$ cat src/rtl/adder_pkg.sv
// Shared constants and arithmetic helpers for the valid-paired signed adder.
package adder_pkg;

  localparam int DATA_W = 32;
  localparam int MAX_W  = 64;

  // Largest two's complement value representable in w bits, zero-extended to MAX_W.
  function automatic logic [MAX_W-1:0] signed_max(input int w);
    logic [MAX_W-1:0] v;
    v = {MAX_W{1'b0}};
    for (int i = 0; i < MAX_W; i++) begin
      v[i] = (i < (w - 1));
    end
    return v;
  endfunction

  // Smallest two's complement value representable in w bits, zero-extended to MAX_W.
  function automatic logic [MAX_W-1:0] signed_min(input int w);
    logic [MAX_W-1:0] v;
    v = {MAX_W{1'b0}};
    for (int i = 0; i < MAX_W; i++) begin
      v[i] = (i == (w - 1));
    end
    return v;
  endfunction

  // Same-sign operands producing an opposite-sign result means the sum left the range.
  function automatic logic add_overflow(input logic sign_a, input logic sign_b,
                                        input logic sign_sum);
    return (sign_a == sign_b) && (sign_sum != sign_a);
  endfunction

endpackage

$ cat src/rtl/adder_with_valid_pair_if.sv
// Operand streams and result bundle for adder_with_valid_pair.
interface adder_with_valid_pair_if #(
  parameter int WIDTH = 32
);
  logic [WIDTH-1:0] i_data_a;
  logic             i_valid_a;
  logic [WIDTH-1:0] i_data_b;
  logic             i_valid_b;
  logic [WIDTH-1:0] o_data;
  logic             o_valid;
  logic             o_overflow;
  logic             o_overrun;

  modport master (
    output i_data_a, i_valid_a, i_data_b, i_valid_b,
    input  o_data, o_valid, o_overflow, o_overrun
  );

  modport slave (
    input  i_data_a, i_valid_a, i_data_b, i_valid_b,
    output o_data, o_valid, o_overflow, o_overrun
  );
endinterface

$ cat src/rtl/adder_with_valid_pair_operand_hold.sv
// One side of the pairing logic: holds an unmatched operand until its partner shows up.
module adder_with_valid_pair_operand_hold #(
  parameter int WIDTH = 32
) (
  input  logic             clk,
  input  logic             reset,
  input  logic             strobe,
  input  logic [WIDTH-1:0] data,
  input  logic             pair_done,
  output logic [WIDTH-1:0] eff_data,
  output logic             present,
  output logic             overrun
);

  logic [WIDTH-1:0] hold_r;
  logic             pending_r;

  // An incoming value always takes precedence over the held one.
  always_comb begin
    eff_data = hold_r;
    if (strobe) begin
      eff_data = data;
    end else begin
      eff_data = hold_r;
    end
  end

  assign present = strobe | pending_r;
  assign overrun = strobe & pending_r & ~pair_done;

  // Capture unmatched operands; a completed pair releases the slot.
  always_ff @(posedge clk) begin
    if (reset) begin
      hold_r    <= {WIDTH{1'b0}};
      pending_r <= 1'b0;
    end else if (pair_done) begin
      pending_r <= 1'b0;
    end else if (strobe) begin
      hold_r    <= data;
      pending_r <= 1'b1;
    end else begin
      pending_r <= pending_r;
    end
  end

endmodule

$ cat src/rtl/adder_with_valid_pair.sv
// Signed adder pairing two independent valid-qualified operand streams.
// Build option: ADDER_WITH_VALID_SATURATE_EN clamps overflowed sums instead of wrapping.
module adder_with_valid_pair
  import adder_pkg::*;
#(
  parameter int WIDTH = DATA_W
) (
  input  logic                   i_clk,
  input  logic                   i_reset,
  adder_with_valid_pair_if.slave bus
);

  logic [WIDTH-1:0] eff_a_s;
  logic [WIDTH-1:0] eff_b_s;
  logic             present_a_s;
  logic             present_b_s;
  logic             overrun_a_s;
  logic             overrun_b_s;
  logic             complete_s;
  logic [WIDTH:0]   sum_wide_s;
  logic             overflow_s;
  logic [WIDTH-1:0] result_s;

  logic [WIDTH-1:0] data_r;
  logic             valid_r;
  logic             overflow_r;
  logic             overrun_r;

  assign complete_s = present_a_s & present_b_s;

  adder_with_valid_pair_operand_hold #(.WIDTH(WIDTH)) u_hold_a (
    .clk       (i_clk),
    .reset     (i_reset),
    .strobe    (bus.i_valid_a),
    .data      (bus.i_data_a),
    .pair_done (complete_s),
    .eff_data  (eff_a_s),
    .present   (present_a_s),
    .overrun   (overrun_a_s)
  );

  adder_with_valid_pair_operand_hold #(.WIDTH(WIDTH)) u_hold_b (
    .clk       (i_clk),
    .reset     (i_reset),
    .strobe    (bus.i_valid_b),
    .data      (bus.i_data_b),
    .pair_done (complete_s),
    .eff_data  (eff_b_s),
    .present   (present_b_s),
    .overrun   (overrun_b_s)
  );

  // Sign-extend by one bit so the top bit carries the true sign of the sum.
  assign sum_wide_s = {eff_a_s[WIDTH-1], eff_a_s} + {eff_b_s[WIDTH-1], eff_b_s};
  assign overflow_s = add_overflow(eff_a_s[WIDTH-1], eff_b_s[WIDTH-1], sum_wide_s[WIDTH-1]);

`ifdef ADDER_WITH_VALID_SATURATE_EN
  localparam logic [MAX_W-1:0] SMAX_FULL = signed_max(WIDTH);
  localparam logic [MAX_W-1:0] SMIN_FULL = signed_min(WIDTH);

  // Clamp toward the true sign of the unbounded sum.
  always_comb begin
    result_s = sum_wide_s[WIDTH-1:0];
    if (overflow_s) begin
      if (sum_wide_s[WIDTH]) begin
        result_s = SMIN_FULL[WIDTH-1:0];
      end else begin
        result_s = SMAX_FULL[WIDTH-1:0];
      end
    end else begin
      result_s = sum_wide_s[WIDTH-1:0];
    end
  end
`else
  logic unused_carry_s;
  assign unused_carry_s = sum_wide_s[WIDTH];

  // Plain two's complement wrap-around.
  always_comb begin
    result_s = sum_wide_s[WIDTH-1:0];
  end
`endif

  // Output registers; data and overflow only move when a pair completes.
  always_ff @(posedge i_clk) begin
    if (i_reset) begin
      data_r     <= {WIDTH{1'b0}};
      valid_r    <= 1'b0;
      overflow_r <= 1'b0;
      overrun_r  <= 1'b0;
    end else begin
      valid_r   <= complete_s;
      overrun_r <= overrun_a_s | overrun_b_s;
      if (complete_s) begin
        data_r     <= result_s;
        overflow_r <= overflow_s;
      end else begin
        data_r     <= data_r;
        overflow_r <= overflow_r;
      end
    end
  end

  assign bus.o_data     = data_r;
  assign bus.o_valid    = valid_r;
  assign bus.o_overflow = overflow_r;
  assign bus.o_overrun  = overrun_r;

endmodule

$ cat src/flat_wrapper.sv
// flat-port wrapper written by rule: the top's interface ports become plain ports
module adder_with_valid_pair_flat import adder_pkg::*;
#(
  parameter int WIDTH = DATA_W
)
  (i_clk, i_reset, bus_i_data_a, bus_i_valid_a, bus_i_data_b, bus_i_valid_b, bus_o_data, bus_o_valid, bus_o_overflow, bus_o_overrun);
  adder_with_valid_pair_if #(.WIDTH(WIDTH)) bus_i ();
  input  logic i_clk;
  input  logic i_reset;
  input wire logic [$bits(bus_i.i_data_a)-1:0] bus_i_data_a;
  input wire logic [$bits(bus_i.i_valid_a)-1:0] bus_i_valid_a;
  input wire logic [$bits(bus_i.i_data_b)-1:0] bus_i_data_b;
  input wire logic [$bits(bus_i.i_valid_b)-1:0] bus_i_valid_b;
  output wire logic [$bits(bus_i.o_data)-1:0] bus_o_data;
  output wire logic [$bits(bus_i.o_valid)-1:0] bus_o_valid;
  output wire logic [$bits(bus_i.o_overflow)-1:0] bus_o_overflow;
  output wire logic [$bits(bus_i.o_overrun)-1:0] bus_o_overrun;
  assign bus_i.i_data_a = bus_i_data_a;
  assign bus_i.i_valid_a = bus_i_valid_a;
  assign bus_i.i_data_b = bus_i_data_b;
  assign bus_i.i_valid_b = bus_i_valid_b;
  assign bus_o_data = bus_i.o_data;
  assign bus_o_valid = bus_i.o_valid;
  assign bus_o_overflow = bus_i.o_overflow;
  assign bus_o_overrun = bus_i.o_overrun;
  adder_with_valid_pair #(.WIDTH(WIDTH)) u_core (.i_clk(i_clk), .i_reset(i_reset), .bus(bus_i));
endmodule
$ cat config.mk
export PLATFORM = sky130hd
export DESIGN_NAME = adder_with_valid_pair_flat
export DESIGN_NICKNAME = d
export VERILOG_FILES = /design/src/rtl/adder_pkg.sv /design/src/rtl/adder_with_valid_pair_if.sv /design/src/rtl/adder_with_valid_pair_operand_hold.sv /design/src/rtl/adder_with_valid_pair.sv /design/src/flat_wrapper.sv
export SDC_FILE = /design/constraint.sdc
export NUM_CORES = 1
export LEC_CHECK = 0
export CORE_MARGIN = 2
export CORE_UTILIZATION = 40
export CTS_BUF_LIST = sky130_fd_sc_hd__clkbuf_8
export DETAILED_ROUTE_END_ITERATION = 10
export HOLD_SLACK_MARGIN = 0.1
export MAX_ROUTING_LAYER = met4
export PLACE_DENSITY = 0.6
export SYNTH_ARGS = -nofsm -noshare
export SYNTH_HDL_FRONTEND = slang
export SYNTH_SLANG_ARGS = --single-unit
$ cat constraint.sdc
create_clock -name i_clk -period 10.6 [get_ports i_clk]
set_clock_uncertainty 0.05 [all_clocks]
set_input_delay 3.18 -clock i_clk [delete_from_list [all_inputs] [get_ports i_clk]]
set_output_delay 3.18 -clock i_clk [all_outputs]
set_load 0.1 [all_outputs]
# Word level (Yosys, flattened, before mapping)
# Cells that the tools add are included.
[totals]
register_bits = 101
in_bits = 68
output_inout_bits = 35
wordCells = 24
[classes]
addsub = 1
eq_ne = 2
n_mux = 2
bitwise_logic = 9
n_reduce_logical = 2
[op_table]
columns = ["operator", "n"]
rows = [
  ["32-bit 2-to-1 mux", 2],
  ["32-bit adder", 1],
  ["1-bit bitwise AND", 5],
  ["1-bit OR", 3],
  ["2-bit OR reduction", 1],
  ["1-bit == test", 1],
  ["1-bit logical AND", 1],
  ["1-bit != test", 1],
  ["1-bit NOT", 1],
]

# Logic depth before layout (Yosys ltp)
[depth]
ltp_word = 5
depth_mapped = 13
ltp_nobuf = 11

# Modules after synthesis
# From an unflattened synthesis, not the netlist that was laid out.
[hier_totals]
cells_unflattened = 761
hier_area_um2 = 7040.5
[modules_own_cells]
columns = ["mod", "instances", "cells_per_inst", "area_each_um2", "seq_area_each_um2"]
rows = [
  ["adder_with_valid_pair_operand_hold", 2, 185, 2050.7, 660.6],
  ["adder_with_valid_pair", 1, 391, 2939.1, 700.7],
]

# Worst setup path before layout
# OpenSTA, ideal clock, no wires.
[synth_path]
path_type = "input to register"
start = "input port bus_i_valid_a"
end = "register u_core.data_r[28], in the netlist u_core.bus.o_data[28]"
setup_ns = 0.063
arrival_ns = 6.023
required_time_ns = 10.487
slack_ns = 4.464
stages = 13
n_path_buf = 2
path_cell_list = "buf_2 > buf_1 > mux2_2 > ha_1 > inv_1 > fa_1 > nand2b_1 > a211o_1 > a21oi_2 > o2111ai_2 > a211o_1 > a2111o_1 > nand3_1"
[synth_between]
elab_chain_len = 2
word_cells_on_any_way = 4
classes_between = "add/sub: 1; mux: 1; bitwise: 2"
[synth_rtl]
columns = ["item", "line_no", "text"]
rows = [
  ["from (decl)", "flat_wrapper.sv:11", "input wire logic [$bits(bus_i.i_valid_a)-1:0] bus_i_valid_a;"],
  ["32-bit 2-to-1 mux", "adder_with_valid_pair_operand_hold.sv:21", "if (strobe) begin"],
  ["via u_core.eff_a_s[0]", "adder_with_valid_pair.sv:13", "logic [WIDTH-1:0] eff_a_s;"],
  ["32-bit adder", "adder_with_valid_pair.sv:54", "assign sum_wide_s = {eff_a_s[WIDTH-1], eff_a_s} + {eff_b_s[WIDTH-1], eff_b_s};"],
  ["to (signal assigned)", "adder_with_valid_pair.sv:87", "data_r <= {WIDTH{1'b0}};"],
  ["to (signal assigned)", "adder_with_valid_pair.sv:95", "data_r <= result_s;"],
  ["to (signal assigned)", "adder_with_valid_pair.sv:98", "data_r <= data_r;"],
  ["to (decl)", "adder_with_valid_pair.sv:24", "logic [WIDTH-1:0] data_r;"],
]
# The timed path passes the listed nets, and every way through them passes these cells.
# A chain may end at the register's enable or synchronous reset.

# Final worst setup path
[layout_path]
start = "input port bus_i_valid_b"
end = "register u_core.data_r[28], in the netlist u_core.bus.o_data[28]"
[layout_between]
elab_chain_len = 2
word_cells_on_any_way = 4
classes_between = "add/sub: 1; mux: 1; bitwise: 2"
[layout_rtl]
columns = ["item", "line_no", "text"]
rows = [
  ["from (decl)", "flat_wrapper.sv:13", "input wire logic [$bits(bus_i.i_valid_b)-1:0] bus_i_valid_b;"],
  ["32-bit 2-to-1 mux", "adder_with_valid_pair_operand_hold.sv:21", ""],
  ["via u_core.eff_b_s[0]", "adder_with_valid_pair.sv:14", "logic [WIDTH-1:0] eff_b_s;"],
  ["32-bit adder", "adder_with_valid_pair.sv:54", ""],
]
# The timed path passes the listed nets, and every way through them passes these cells.

==> impl_summary.log <==
[metrics] Setup Total Neg Slack: 0 ps
[metrics] Syn Inst Count: around 760
[metrics] cells along the critical path: buf_2 -> mux2_2 -> ha_1 -> inv_1 -> fa_1 -> nand2b_1 -> a211o_1 -> a21oi_2 -> o2111ai_2 -> a211o_1 -> a2111o_1 -> nand3_1
[metrics] IO buf count: 102
[metrics] antenna violations before repair: 0
[metrics] Worst EP arrival: between 6000 and 7000 ps
[metrics] number of register bits inferred by synthesis: roughly 100
[metrics] count of antenna diodes in the layout: 0
[metrics] Boundary Pins: slightly above 100
[metrics] hold slack: about 400 ps
[metrics] final-report max-slew violation count: 0
[metrics] # Max-Cap Violations: 0
[metrics] number of iterations in the first detailed-routing pass: 5
[metrics] highest cell delay on the worst timing path: a little over 700 ps
[metrics] Pwr per Cell Area: approximately 150 nW/µm²
[metrics] clock latency of the later-clocked register in the worst-skew pair: around 400 ps
[metrics] number of inserted filler cells in the final layout: approximately 1400
[metrics] fraction of post-synthesis cell area in the top cell type by area: around 34%
[metrics] final standard cell area without fillers: 7295 µm²
[metrics] Detailed Route Iter0 Violations: between 300 and 400
[metrics] average size of a mapped cell: between 7 and 8 µm²
[metrics] worst vdd rail ir drop: around 0.069 mV
[metrics] placed instance area: between 7000 and 8000 µm²
[metrics] number of buffers and inverters on the critical path: 2
[metrics] Area Overhead vs Synth: 21.53%
[metrics] post-detailed-route via-to-cell ratio: 5.577
[metrics] minimum clock period: between 6000 and 7000 ps
[metrics] Core ar.: roughly 15000 µm²
[metrics] H-tree depth: 3
[metrics] largest buffer count on any clock path: 2
[metrics] antenna-violating nets left: 0
[metrics] DR DRC count: 0
[metrics] number of nets in the synthesized netlist: 855
[metrics] proportion of layout cells with a drive suffix above 1: about 11%
[metrics] die height: around 130 µm
[metrics] Sequential Area: between 2000 and 2500 µm²
[metrics] post-layout util: about 50%
[metrics] GRT Resource Usage Total: 22.08%
[metrics] cell leakage power: about 2.8 nW
[metrics] setup violation total in the final timing report: 0
[metrics] library cells used by synthesis: 54
[metrics] largest fanout on the critical path: 35
[metrics] kind of critical path: in2reg
[metrics] clock tree from TritonCTS: yes
[metrics] Detailed Route WL: between 15000 and 20000 µm
[metrics] starting density of the core: about 40%
[metrics] root cell of the clock tree: sky130_fd_sc_hd__clkbuf_8
[metrics] Core Rows: 44
[metrics] buffers inserted during post-CTS setup optimization: 0
[metrics] cell type with the highest aggregate area in the netlist: sky130_fd_sc_hd__dfxtp_1
[metrics] WP data required: ~11000 ps
[metrics] CP top delay family: compound AO/OA/AOI/OAI gates
[metrics] worst-margin pin slew: 1000 ps
[metrics] number of buffers inserted during clock tree synthesis: 9
[metrics] first-pass GRT wire length: 27670 µm
[metrics] cell with the biggest individual delay on the critical path: sky130_fd_sc_hd__buf_2
[metrics] GP Congestion: between 0.9 and 1
[metrics] wire per inst: between 15 and 20 µm
[metrics] Multi-input gate area: 3755 µm²
[metrics] post-synth design cell area: between 6000 and 7000 µm²
[metrics] half-perimeter wire length after placement: 12530 µm
[metrics] horizontal die dimension: between 100 and 150 µm
[metrics] quantity of gates resized following cts: 0
[metrics] sequential cell area fraction in the yosys report: 33.69%
[metrics] number of hold-slack violations in the final timing report: 0
[metrics] overall overflow remaining after global route: 0
[metrics] crit path capture type: register
[metrics] Async SR Flop Fraction: 0%
[metrics] most frequent CP cell: sky130_fd_sc_hd__a211o_1
[metrics] number of nets in the layout: 922
[metrics] outcome: completed
[metrics] via count of the routed design: roughly 5600
[metrics] setup repair after global routing missed its margin: false
[metrics] hold buffer count at CTS: 0
[metrics] worst min-delay path class: reg2reg
[metrics] via count of the first global-routing pass: roughly 5300
[metrics] yosys synthesis warning count: 0
[metrics] # clock sinks: about 100
[metrics] maximum number of pins on one net before global-route repair: a little over 80
[metrics] Top FF cell, synth: sky130_fd_sc_hd__dfxtp_1
[metrics] Slew HR: between 30 and 40%
[metrics] Die Area: 16000 µm²
[metrics] leading post-synthesis cells by cell area: sky130_fd_sc_hd__dfxtp_1 (34%), sky130_fd_sc_hd__mux2_2 (11%), sky130_fd_sc_hd__nand2_1 (11%)
[metrics] clock transition at the register clock pins on the worst setup and hold paths after CTS: 90 ps
[metrics] Max Fclk: about 0.16 GHz
[metrics] kind of start point of the critical path: input port
[metrics] count of flip-flops with a built-in enable after synthesis: 0
[metrics] final clock period utilization by the worst path: slightly below 60%
-- kinds of logic after synthesis --
group           count (synthesis)  synth area share, %
simple gates                  258                18.37
compound gates                223                23.22
flops                         101                33.69
buf+inv                        64                4.107
mux                            64                11.92
fa+ha+maj                      32                6.796
xor+xnor                       13                1.897
-- state kept, by name, summed over array words and instances (netlist names) --
name	cells
u_core.bus.o_data	32
u_core.bus.o_overflow	1
u_core.bus.o_overrun	1
u_core.bus.o_valid	1
u_core.u_hold_a.hold_r	32
u_core.u_hold_a.pending_r	1
u_core.u_hold_b.hold_r	32
u_core.u_hold_b.pending_r	1
-- path summary, 6_finish.rpt --
check                                           startpoint  slack (ps)                          to  cells after the start
worst max-delay path                         bus_i_valid_b        4320       u_core.bus.o_data[28]                     12
worst min register to register  u_core.u_hold_b.hold_r[12]         400  u_core.u_hold_b.hold_r[12]                      2
worst min-delay path            u_core.u_hold_b.hold_r[12]         400  u_core.u_hold_b.hold_r[12]                      2
worst max register to register   u_core.u_hold_b.hold_r[0]        7660       u_core.bus.o_data[28]                     11
-- metal layers --
metal / wire length, µm / GRT usage, % / up-vias / part of all wire, %
li1: - / - / 2812 / -
met4: 230 / 6.593 / 0 / 1.3
met1: 8600 / 31.76 / 2671 / 50
met5: 0 / - / - / 0
met2: 7480 / 32.34 / 143 / 44
met3: 777 / 2.868 / 12 / 4.5
-- metrics by stage --
| step | cells | worst slack [ps] | total power, mW |
|---|---|---|---|
| floorplan | 755 | 4464 | 0.7330 |
| global placement | 995 | 3978 | 0.8428 |
| detailed placement | 995 | 3925 | 0.8471 |
| CTS | 1011 | 4339 | 1.104 |
| global route | 1011 | 4127 | 1.154 |
| finish | 1011 | 4323 | 1.098 |
-- cell usage after synthesis, types with 2 or more instances --
cell type and n:
sky130_fd_sc_hd__o21ai_1 4, sky130_fd_sc_hd__inv_1 14, sky130_fd_sc_hd__a21oi_2 2, sky130_fd_sc_hd__o21bai_1 5
sky130_fd_sc_hd__nor2_1 26, sky130_fd_sc_hd__a211oi_1 8, sky130_fd_sc_hd__nor3_1 11, sky130_fd_sc_hd__a211o_1 4
sky130_fd_sc_hd__o21ai_0 24, sky130_fd_sc_hd__a221o_1 4, sky130_fd_sc_hd__nand4_1 14, sky130_fd_sc_hd__nand2b_1 3
sky130_fd_sc_hd__o21a_1 9, sky130_fd_sc_hd__buf_2 4, sky130_fd_sc_hd__a32o_1 3, sky130_fd_sc_hd__dfxtp_1 101
sky130_fd_sc_hd__a211oi_2 2, sky130_fd_sc_hd__o31a_1 2, sky130_fd_sc_hd__a21boi_0 2, sky130_fd_sc_hd__nand3_1 17
sky130_fd_sc_hd__mux2_2 60, sky130_fd_sc_hd__o31ai_1 5, sky130_fd_sc_hd__nor2b_1 3, sky130_fd_sc_hd__a21oi_1 114
sky130_fd_sc_hd__or3_1 4, sky130_fd_sc_hd__xnor2_1 11, sky130_fd_sc_hd__o22ai_1 2, sky130_fd_sc_hd__buf_1 12
sky130_fd_sc_hd__xor2_1 2, sky130_fd_sc_hd__nand2_1 168, sky130_fd_sc_hd__and2_1 4, sky130_fd_sc_hd__o2111a_1 2
sky130_fd_sc_hd__a21o_1 16, sky130_fd_sc_hd__o211ai_1 6, sky130_fd_sc_hd__ha_1 31, sky130_fd_sc_hd__mux2i_1 4
sky130_fd_sc_hd__clkbuf_1 33, sky130_fd_sc_hd__and3_1 3
-- cell usage in the layout, fill, tap and decap left out, types with 16 or more instances in the layout --
cell,synthesis,routed
sky130_fd_sc_hd__nand3_1,17,17
sky130_fd_sc_hd__dfxtp_1,101,101
sky130_fd_sc_hd__nor2_1,26,25
sky130_fd_sc_hd__mux2_2,60,60
sky130_fd_sc_hd__a21oi_1,114,114
sky130_fd_sc_hd__ha_1,31,31
sky130_fd_sc_hd__clkdlybuf4s50_1,0,99
sky130_fd_sc_hd__nand2_1,168,168
sky130_fd_sc_hd__a21o_1,16,16
sky130_fd_sc_hd__o21ai_0,24,24
-- worst min-delay path, delay by kind of cell (launching register included) --
kind            cells  cell delay (ps)
compound gates      1               50
flops               1              320
simple gates        1               50
-- power by group --
part / switching, mW / internal, mW
clock: 0.142 / 0.115
sequential: 0.0181 / 0.412
combinational: 0.272 / 0.138
-- final cells by class --
cell class                 instances  area share [%]
clock buffer                      10           1.887
clock inverter                     6          0.8405
inverter                          14          0.7204
multi-input combinational        590           51.48
sequential                       101           27.72
tap                              184           3.156
timing repair buffer             106           14.20
No activity file was read; power rests on OpenSTA's default activity.
